## src/rtl/life_step_engine_pkg.sv

```systemverilog
// Shared types and constants for the 8x8 Game of Life generation engine.
// Tap indices locate each neighbour inside the rotating window, whose MSB is the centre cell.
package life_pkg;

  localparam int BOARD_W = 64;
  localparam int CNT_W   = 6;

  typedef enum logic [1:0] {
    IDLE = 2'd0,
    RUN  = 2'd1,
    DONE = 2'd2
  } state_e;

  localparam int C  = 63;
  localparam int R  = 0;
  localparam int L  = 62;
  localparam int D  = 7;
  localparam int U  = 55;
  localparam int RD = 8;
  localparam int LD = 6;
  localparam int RU = 56;
  localparam int LU = 54;

  function automatic logic [3:0] popcount8(input logic [7:0] v);
    logic [3:0] s;
    s = '0;
    for (int i = 0; i < 8; i++) begin
      s = s + {3'b000, v[i]};
    end
    return s;
  endfunction

endpackage

```

## src/rtl/life_step_engine_rule.sv

```systemverilog
// Combinational B3/S23 rule for the centre cell of the window.
// Border taps are forced to 0 so the board never wraps.
module life_rule
  import life_pkg::*;
(
  input  logic [BOARD_W-1:0] win,
  input  logic [CNT_W-1:0]   cnt,
  output logic               nxt
);

  logic [2:0] x;
  logic [2:0] y;
  logic       has_r;
  logic       has_l;
  logic       has_d;
  logic       has_u;
  logic [7:0] nb;
  logic [3:0] n;

  assign x = cnt[2:0];
  assign y = cnt[5:3];

  always_comb begin
    has_r = (x != 3'd7);
    has_l = (x != 3'd0);
    has_d = (y != 3'd7);
    has_u = (y != 3'd0);

    nb[0] = win[R]  & has_r;
    nb[1] = win[L]  & has_l;
    nb[2] = win[D]  & has_d;
    nb[3] = win[U]  & has_u;
    nb[4] = win[RD] & has_r & has_d;
    nb[5] = win[LD] & has_l & has_d;
    nb[6] = win[RU] & has_r & has_u;
    nb[7] = win[LU] & has_l & has_u;

    n   = popcount8(nb);
    nxt = (n == 4'd3) | (win[C] & (n == 4'd2));
  end

endmodule

```

## src/rtl/life_step_engine.sv

```systemverilog
// Sequential Game of Life engine: walks the 64 cells of a board snapshot one per
// enabled cycle through a rotating window and publishes the next generation.
module life_step_engine
  import life_pkg::*;
#(
  parameter int X     = 8,
  parameter int Y     = 8,
  parameter int LOG2X = 3,
  parameter int LOG2Y = 3
) (
  input  logic                   clk,
  input  logic                   rst,
  input  logic                   start,
  input  logic                   en,
  input  logic [X*Y-1:0]         board_in,
  output logic [X*Y-1:0]         board_out,
  output logic                   busy,
  output logic                   done,
  output logic [LOG2X+LOG2Y-1:0] cnt
);

  state_e             state_q, state_d;
  logic [BOARD_W-1:0] win_q, win_d;
  logic [CNT_W-1:0]   cnt_q, cnt_d;
  logic [BOARD_W-1:0] result_q, result_d;
  logic [BOARD_W-1:0] board_out_q, board_out_d;
  logic               done_q, done_d;
  logic               nxt;

  life_rule u_rule (
    .win (win_q),
    .cnt (cnt_q),
    .nxt (nxt)
  );

  always_comb begin
    state_d     = state_q;
    win_d       = win_q;
    cnt_d       = cnt_q;
    result_d    = result_q;
    board_out_d = board_out_q;
    done_d      = 1'b0;

    case (state_q)
      IDLE: begin
        // done_q is high in the first IDLE cycle; a start coinciding with it is dropped.
        if (start && !done_q) begin
          win_d    = {board_in[0], board_in[X*Y-1:1]};
          cnt_d    = '0;
          result_d = '0;
          state_d  = RUN;
        end
      end
      RUN: begin
        if (en) begin
          result_d[cnt_q] = nxt;
          win_d           = {win_q[0], win_q[BOARD_W-1:1]};
          cnt_d           = cnt_q + 6'd1;
          if (cnt_q == {CNT_W{1'b1}}) begin
            state_d = DONE;
          end
        end
      end
      DONE: begin
        board_out_d = result_q;
        done_d      = 1'b1;
        state_d     = IDLE;
      end
      default: begin
        state_d = IDLE;
      end
    endcase
  end

  always_ff @(posedge clk or posedge rst) begin
    if (rst) begin
      state_q     <= IDLE;
      win_q       <= '0;
      cnt_q       <= '0;
      result_q    <= '0;
      board_out_q <= '0;
      done_q      <= 1'b0;
    end else begin
      state_q     <= state_d;
      win_q       <= win_d;
      cnt_q       <= cnt_d;
      result_q    <= result_d;
      board_out_q <= board_out_d;
      done_q      <= done_d;
    end
  end

  assign board_out = board_out_q;
  assign busy      = (state_q != IDLE);
  assign done      = done_q;
  assign cnt       = cnt_q;

endmodule

```

## config.mk

```make
export PLATFORM = sky130hd
export DESIGN_NAME = life_step_engine
export DESIGN_NICKNAME = d
export VERILOG_FILES = /design/src/rtl/life_step_engine_pkg.sv /design/src/rtl/life_step_engine_rule.sv /design/src/rtl/life_step_engine.sv
export SDC_FILE = /design/constraint.sdc
export NUM_CORES = 1
export LEC_CHECK = 0
export CORE_MARGIN = 1.5
export CORE_UTILIZATION = 45
export DETAILED_ROUTE_END_ITERATION = 6
export PLACE_DENSITY = 0.78
export REMOVE_ABC_BUFFERS = 1
export SYNTH_ARGS = -nofsm -noshare
export SYNTH_HDL_FRONTEND = slang
export SYNTH_SLANG_ARGS = --single-unit
```

## constraint.sdc

```tcl
create_clock -name clk -period 10.75 [get_ports clk]
set_clock_uncertainty 0.2 [all_clocks]
set_input_delay 3.225 -clock clk [delete_from_list [all_inputs] [get_ports clk]]
set_output_delay 3.225 -clock clk [all_outputs]
set_load 0.02 [all_outputs]
```

Yosys cells after proc, flatten, opt, wreduce, memory -nomap -nowiden
Cells that the tools add are included.
- flip-flop bits (word level): 201
- latch bits: 0
- RAM bits: 0
- ROM bits: 0
- input bits: 68
- output and inout bits: 72
- logic and storage cells: 67
- memories: 0
- add/sub/neg operators: 8
- multipliers: 0
- divide/modulo/power cells: 0
- order comparisons: 2
- eq/ne operators: 10
- shift-type cells: 0
- mux-type cells: 17
- bitwise gates (word level): 14
- reductions and logical operators: 10
- operators by type and width (cell ; count):
    64-bit two-way mux ; 4
    64-bit case mux with 2 select lines ; 2
    64-bit bitwise mux ; 1
    4-bit by 1-bit adder with 4-bit output ; 6
    1-bit bitwise AND ; 13
    6-bit two-way mux ; 2
    6-bit case mux with 2 select lines ; 1
    4-bit by 2-bit == test with 1-bit output, second input constant ; 2
    6-bit by 7-bit less-than comparator with 1-bit output, second input constant ; 1
    6-bit by 1-bit adder with 6-bit output, second input constant ; 1
    1-bit demux with 6-bit select ; 1
    6-bit == test, second input constant ; 1
    6-bit by 1-bit >= comparator with 1-bit output, second input constant ; 1
    2-bit two-way mux ; 3
    2-bit != test, second input constant ; 3
    3-bit != test, second input constant ; 2
    3-bit AND reduction ; 2
    3-bit nonzero test ; 2
    2-bit case mux with 2 select lines ; 1
    2-bit nonzero test ; 2
    1-bit by 1-bit adder with 2-bit output ; 1
    2-bit by 1-bit == test with 1-bit output, second input constant ; 1
    2-bit == test, second input constant ; 1
    1-bit logical AND ; 2
    other kinds (4) ; 5

Depth between registers and ports, before layout
Gate-level depths: netlist (run 1).
- word-level depth: 15
- mapped depth: 17

By module
A second synthesis (run 1) with hierarchy kept.
- cell total of the unflattened synthesis: 953
- area, all modules: 9446.6 µm²
- modules (own cells, without submodules) (module ; times used ; cells each ; area an instance (µm²)):
    life_step_engine ; 1 ; 926 ; 9206.3
    life_rule ; 1 ; 27 ; 240.2

Worst setup path before layout (run 1)
No wires, ideal clock.
- path kind: input to register
- start: input en
- end: register result_q[10]
- library setup time: 96 ps
- data arrival time: 4409 ps
- required time: 10454 ps
- slack: 6045 ps
- stages: 6
- buffers on the path: 2
- path through: and2_1 > clkbuf_2 > o211ai_1 > clkbuf_1 > o211ai_1 > o31ai_1
- longest elaborated chain between the ends: 2
- RTL lines (item ; RTL line ; RTL):
    start: declaration ; life_step_engine.sv:14 ; input logic en,
    2-bit != test (no line) ; n/a ;
    3-bit AND reduction (no line) ; n/a ;
    end signal: assignment ; life_step_engine.sv:87 ; result_q <= result_d;
    end: declaration ; life_step_engine.sv:25 ; logic [BOARD_W-1:0] result_q, result_d;
No other way between the ends.
A chain may end at the register's enable or synchronous reset.

Worst setup path in the final report (run 1)
- start: register cnt_q[3] (netlist: cnt[3])
- end: register result_q[15]
- longest elaborated chain between the ends: 14
- elaborated cells between the ends (all ways): 26
- classes of those cells: add/sub (6); order compare (2); eq/ne (3); mux (5); bitwise (8); reduce/logical (2)
- RTL lines (item ; RTL line ; RTL):
    start: declaration ; life_step_engine.sv:24 ; logic [CNT_W-1:0] cnt_q, cnt_d;
    start signal: assignment ; life_step_engine.sv:86 ; cnt_q <= cnt_d;
    3-bit != test ; life_step_engine_rule.sv:26 ; has_d = (y != 3'd7);
    1-bit bitwise AND ; life_step_engine_rule.sv:31 ; nb[2] = win[D] & has_d;
    4-bit by 1-bit adder with 4-bit output (6 in series) ; life_step_engine_pkg.sv:28 ; s = s + {3'b000, v[i]};
    4-bit by 2-bit == test with 1-bit output ; life_step_engine_rule.sv:39 ; nxt = (n == 4'd3) | (win[C] & (n == 4'd2));
    1-bit bitwise AND ; life_step_engine_rule.sv:39 ;
    1-bit OR ; life_step_engine_rule.sv:39 ;
    64-bit bitwise mux (*) ; life_step_engine.sv:56 ; result_d[cnt_q] = nxt;
    64-bit two-way mux (*) ; life_step_engine.sv:55 ; if (en) begin
    64-bit case mux with 2 select lines (*) ; life_step_engine.sv:44 ; case (state_q)
Mark *: on every way between the ends. The rest lies on a longest branch, timed or not. The select of a mux whose other input is x is not followed.

==> run metrics, run 1 <==
commonest non-fill, non-tap cells in the layout=dfrtp_1 (201), clkdlybuf4s50_1 (139), nand2_1 (87), mux2i_1 (72), o21ai_0 (67); CP Class=flip-flop to flip-flop; cell chain of the critical path=nand3_1 > nand3b_1 > fa_1 > fa_1 > fa_1 > fa_1 > nor2_1 > a31oi_1 > or4_2 > buf_4 > o31ai_1; CORE AREA=19500 sq um; wire per inst=16.9 um; # nets final=937; worst flop-to-flop path startpoint=cnt[3]$_DFFE_PP0P_; setup bufs post-CTS=0; WP depth=11; GRT met2 Usage=0.304; H-Tree Depth=1; Via density=5.42; max-cap violation count=0; CP peak stage delay=0.63 ns; ANT cells=0; grt total ovfl=0; CP arrival=5.53 ns; met3 Use GR=0.0467; R2R Path End=result_q[15]$_DFFE_PP0P_; most common cell after layout, fill and taps aside=dfrtp_1; Vias=6174; most used routing layer=met2; fin crit period=5.34 ns; Residual DRC=0; CP max stage cell=dfrtp_1; Routed WL=19.3 mm; pwr dens=201 nW/um^2; Die H=144 um; clk buf depth=3; PortBufs=139; HP Start=win_q[20]$_DFFE_PP0P_; Final GP Congestion=0.740; Detailed Routing Iterations Pass 1=5; final setup fails=0; Unique masters post-synth=41; most frequent CP cell=fa_1; synthesized instance count=751; initial antenna violation count=0; Setup TNS=0 ns; status=complete, no violations; layout cells sized above 1=0.151; CTS resizes=0; LEAKAGE=5.25 nW; vias in the first global route=6245; CTS root buf=clkbuf_16; hold path cells=2; worst setup margin=5.41 ns; die footprint=20700 sq um; antenna-violating nets left=0; Min Hold Slack=0.278 ns; path depth of the worst reg2reg path=11; startpoint types=flip-flop; Hold-fix buffers, CTS=0; CTS tree=done; Min-Delay Path Class=flip-flop to flip-flop; All-Layer GR Usage=0.196; worst-margin pin slew=1.18 ns; synthesized area=8940 sq um; CTS sink count=201; critical path endpoint category=flip-flop; setup slack after placement=5.03 ns; CTS Buf Count=22; initial core utilization=0.460; IO Pins=140; maximum vdd drop=0.140 mV; later-pin clock latency in the skew report=0.50 ns; Post-Syn Area per Cell=11.9 sq um; first-pass GRT wire length=32.3 mm; R2R setup slack=5.41 ns; Fin. Hold Viols=0; RSZ-0062 raised after global routing=no; Buf/Inv on CP=1; P&R area growth vs syn=25.7%; critical path fanouts, max=64; initial DRC count=450; worst path required time=10.94 ns; GR Layer Usage met1=0.269; largest net degree at the start of global routing=123; Worst-path clk slew=0.06 ns; Top delay family on crit path=adder cells; Warnings, synthesis=0; num rows=51; Hold EP=win_q[20]$_DFFE_PP0P_; Die Span X=144 um; relative slew slack=0.210; post-synthesis sequential area ratio=0.562; crit share post-route=0.497; hpwl dp=12.3 mm; Max Slew Vio Count=0; #FFs+latches synth=201; Max Fclk=187 MHz; Pwr Total=2.26 mW
[tightest hold or removal path: stages, from the launching register on]
cell and delay [ns]:
dfrtp_1 0.34, nand2_1 0.05, o21ai_0 0.06
[cell type report]
class | count | area (sq um)
Fill cell | 1621 | 8220
Sequential cell | 201 | 5030
Multi-Input combinational cell | 472 | 3570
Timing Repair Buffer | 151 | 1480
Clock buffer | 33 | 672
Tap cell | 265 | 332
Clock inverter | 7 | 103
Inverter | 11 | 48.8
[cell usage after synthesis (all sizes together)]
| master | n | share of area |
|---|---|---|
| or3b | 2 | 0.0020 |
| dfrtp | 201 | 0.56 |
| nor4b | 1 | 0.0017 |
| buf | 31 | 0.021 |
| or4 | 1 | 0.00084 |
| and3b | 1 | 0.00098 |
| clkbuf | 36 | 0.015 |
| nor3b | 3 | 0.0031 |
| nand2b | 4 | 0.0028 |
| or2 | 1 | 0.00070 |
| mux2i | 72 | 0.081 |
| o31ai | 56 | 0.053 |
| and3 | 2 | 0.0014 |
| o2111a | 1 | 0.0013 |
| a21oi | 1 | 0.00056 |
| xor2 | 2 | 0.0020 |
| nand3 | 6 | 0.0034 |
| o211ai | 61 | 0.051 |
| fa | 4 | 0.0090 |
| a31oi | 2 | 0.0014 |
| o21ai | 70 | 0.039 |
| nor2b | 6 | 0.0042 |
| ha | 6 | 0.0084 |
| nand3b | 5 | 0.0042 |
| or3 | 1 | 0.00070 |
| inv | 11 | 0.0046 |
| nand4 | 1 | 0.00070 |
| nand2 | 87 | 0.037 |
| nor2 | 6 | 0.0025 |
| a22o | 2 | 0.0020 |
| and2 | 2 | 0.0014 |
| nor3 | 2 | 0.0011 |
| mux2 | 64 | 0.081 |
[flip-flops by register name, summed over array words and instances (netlist names)]
| signal | count |
|---|---|
| board_out | 64 |
| cnt | 6 |
| done | 1 |
| result_q | 64 |
| state_q | 2 |
| win_q | 64 |
[through the flow]
| step | cell area (sq um) | utilization | instances |
|---|---|---|---|
| detailed placement | 10500 | 0.538 | 1100 |
| global route | 11200 | 0.577 | 1140 |
| finish | 11200 | 0.577 | 1140 |
| floorplan | 8620 | - | 684 |
| CTS | 11200 | 0.577 | 1140 |
| global placement | 10500 | 0.538 | 1100 |
[kinds of logic after synthesis]
| logic type | share of synthesized area |
|---|---|
| AOI/OAI and AO/OA | 0.148 |
| xor gates and xnor gates | 0.00196 |
| adders and majority gates | 0.0173 |
| buffers and inverters | 0.0408 |
| DFF | 0.562 |
| muxes | 0.161 |
| and+or+nand+nor | 0.0681 |
[power by group]
part	internal, mW	leakage (nW)	switching (mW)
combinational	0.185	2.13	0.337
sequential	0.871	2.73	0.0877
clock	0.482	0.385	0.299
total	1.54	5.25	0.724
[layer usage]
layer	wire (um)	share of wire
met2	8910	0.46
met5	0	0
met1	8620	0.45
met4	498	0.026
met3	1260	0.065
[worst max path at each step]
| stage | end | start | slack [ns] |
|---|---|---|---|
| floorplan | board_out[0]$_DFFE_PP0P_ | rst | 1.84 |
| detailed placement | win_q[42]$_DFFE_PP0P_ | en | 5.03 |
| global route | result_q[44]$_DFFE_PP0P_ | cnt[3]$_DFFE_PP0P_ | 5.09 |
| finish | result_q[15]$_DFFE_PP0P_ | cnt[3]$_DFFE_PP0P_ | 5.41 |
| CTS | busy | state_q[1]$_DFFE_PP0P_ | 5.43 |
| global placement | win_q[23]$_DFFE_PP0P_ | rst | 5.09 |
Power figures use the tool's default switching activity.
==> run 2: changes to the inputs <==
clock period = 4.98 ns   (was 10.75 ns; I/O delays follow)
==> run 2 against run 1 <==
Net effect: sequential share of layout area decreased by 0.91 points; clock power rose by 130%; core utilization grew 1.2 points; sequential cell count stayed put; total power grew 130%; maximum frequency up 14%; largest power group unchanged.
==> run metrics, run 2 (synthesis results as in run 1) <==
layout cells sized above 1=0.174 (+0.0228); sw frac=0.313 (-0.00690); hpwl dp=12.5 mm (+1.8%); relative slew slack=0.210 (-0.000809); final setup fails=0 (unchanged); Vias=6186 (+0.19%); Worst-path clk slew=0.06 ns (about the same); Die Span X=144 um (unchanged); most frequent CP cell=fa_1; CTS Buf Count=22 (unchanged); Via density=5.37 (-0.85%); Post-Layout Inst Area=11500 sq um (+2.1%); CORE AREA=19500 sq um (unchanged); CP arrival=4.86 ns (-0.67 ns); initial core utilization=0.460 (unchanged); path depth of the worst reg2reg path=15 (+4); H-Tree Depth=1 (unchanged); Fill cells=1574 (-2.9%); Min-Delay Path Class=flip-flop to flip-flop; # nets final=949 (+1.3%); CTS sink count=201 (unchanged); initial DRC count=339 (-25%); All-Layer GR Usage=0.193 (-0.00287); Die H=144 um (unchanged); clk buf depth=3 (unchanged); PortBufs=139 (unchanged); CP Class=flip-flop to flip-flop; P_sw=1.63 mW (+120%); fin crit period=4.69 ns (-0.653 ns); crit share post-route=0.941 (+0.444); CTS root buf=clkbuf_16; later-pin clock latency in the skew report=0.50 ns (about the same); Final GP Congestion=0.815 (+10%); Setup TNS=0 ns (unchanged); commonest non-fill, non-tap cells in the layout=dfrtp_1 (201), clkdlybuf4s50_1 (139), nand2_1 (87), mux2i_1 (72), o21ai_0 (67); antenna-violating nets left=0 (unchanged); hold path cells=2 (unchanged); critical path fanouts, max=32 (-50%); CTS tree=done; worst path required time=5.16 ns (-5.78 ns); GR Layer Usage met1=0.276 (+0.00727); P&R area growth vs syn=28.3%; largest net degree at the start of global routing=132 (+7.3%); startpoint types=flip-flop; Routed WL=19.2 mm (-0.39%); worst-margin pin slew=1.18 ns (+0.00121 ns); initial antenna violation count=0 (unchanged); Top delay family on crit path=adder cells; Max Slew Vio Count=0 (unchanged); Pint=3.57 mW (+130%); Residual DRC=0 (unchanged); Placement Cell Area=10600 sq um (+1.1%); Gate power share=0.262 (+0.031); wire per inst=16.7 um (-1.4%); Fin. Hold Viols=0 (unchanged); RSZ-0062 raised after global routing=no; GRT met2 Usage=0.294 (-0.00957); Buf/Inv on CP=3 (+2); Flop pwr share=0.394 (-0.030); IO Pins=140 (unchanged); critical path endpoint category=flip-flop; worst flop-to-flop path startpoint=cnt[1]$_DFFE_PP0P_; met3 Use GR=0.0507 (+0.00397); num rows=51 (unchanged); LEAKAGE=5.37 nW (+2.3%); vias in the first global route=6052 (-3.1%); status=complete, no violations; Hold EP=win_q[16]$_DFFE_PP0P_; clock power share=0.344 (about the same); grt total ovfl=0 (unchanged); pwr dens=453 nW/um^2 (+120%); HP Start=win_q[16]$_DFFE_PP0P_; CP peak stage delay=0.54 ns (-0.09 ns); most used routing layer=met2; die footprint=20700 sq um (unchanged); max-cap violation count=0 (unchanged); R2R Path End=result_q[44]$_DFFE_PP0P_; first-pass GRT wire length=32.0 mm (-0.83%); maximum vdd drop=0.327 mV (+130%); setup bufs post-CTS=0 (unchanged); ANT cells=0 (unchanged); Detailed Routing Iterations Pass 1=5 (unchanged); critical path launch point=cnt[1]$_DFFE_PP0P_; most common cell after layout, fill and taps aside=dfrtp_1; R2R setup slack=0.29 ns (-5.12 ns); Max Fclk=213 MHz (+14%); cell chain of the critical path=inv_2 > ha_1 > nand2b_1 > and2_1 > ha_1 > inv_1 > fa_1 > fa_1 > fa_1 > fa_1 > nor2_1 > a31oi_1 > or4_4 > buf_12 > o31ai_1; CP max stage cell=or4_4
==> run 2: cell count changes in the layout (fill, tap and decap cells not counted), sizes merged <==
| cell | previous run | this run |
|---|---|---|
| inv | 12 | 11 |
| buf | 12 | 23 |
| bufinv | 2 | 4 |
| clkinv | 4 | 5 |
| clkbuf | 33 | 32 |
==> run 2: final cells by class <==
cell class              count  area, sq um  share of cell area
inverters                  11         48.8             0.00425
clock buffers              31          676              0.0589
flip-flops and latches    201         5030               0.438
well taps                 265          332              0.0289
repair buffers            163         1630               0.142
multi-input cells         472         3610               0.315
clock inverters             9          145              0.0127
==> run 2: worst reg2reg max path, delay by kind of cell (launching register included) <==
| kind | cells | cell delay, ns |
|---|---|---|
| and+or+nand+nor | 4 | 0.89 |
| DFF | 1 | 0.42 |
| AOI/OAI and AO/OA | 2 | 0.37 |
| adders and majority gates | 6 | 2.34 |
| buffers and inverters | 3 | 0.36 |
==> run 2: timing repair <==
| item | CTS | global route |
|---|---|---|
| hold buffers | 0 | 0 |
| setup endpoints to repair | 0 | 55 |
| resized for setup | 0 | 9 |
==> run 2: worst max path at each step <==
stage                          endpoint  slack, ns  cells past startpoint
2_1_floorplan  board_out[0]$_DFFE_PP0P_      -2.20                      1
3_3_place_gp   result_q[55]$_DFFE_PP0P_       0.27                     15
3_5_place_dp   result_q[44]$_DFFE_PP0P_       0.11                     15
4_1_cts        result_q[62]$_DFFE_PP0P_       0.07                     15
5_1_grt        result_q[26]$_DFFE_PP0P_       0.11                     15
6_report       result_q[44]$_DFFE_PP0P_       0.29                     15
==> run 2: routing by layer <==
layer | vias up | share of wire
li1 | 2962 | -
met1 | 3008 | 0.45
met2 | 189 | 0.45
met3 | 27 | 0.080
met4 | 0 | 0.014
met5 | - | 0
==> run 2: per-stage QoR <==
stage               hold WS [ns]   util  std cells  total power [mW]  worst slack [ns]
global placement           0.260  0.543       1110              3.23             0.275
floorplan                  0.249      -        684              2.82             -2.20
detailed placement         0.270  0.543       1110              3.28             0.110
global route               0.303  0.589       1152              5.49             0.108
CTS                        0.283  0.586       1150              5.09            0.0698
finish                     0.277  0.589       1152              5.19             0.294
==> run 2: power groups by stage <==
stage / clock network [mW] / logic [mW] / registers, mW
finish: 1.78 / 1.36 / 2.05
global route: 1.90 / 1.51 / 2.08
CTS: 1.83 / 1.21 / 2.05
detailed placement: 0 / 1.21 / 2.07
global placement: 0 / 1.17 / 2.06
floorplan: 0 / 0.765 / 2.05
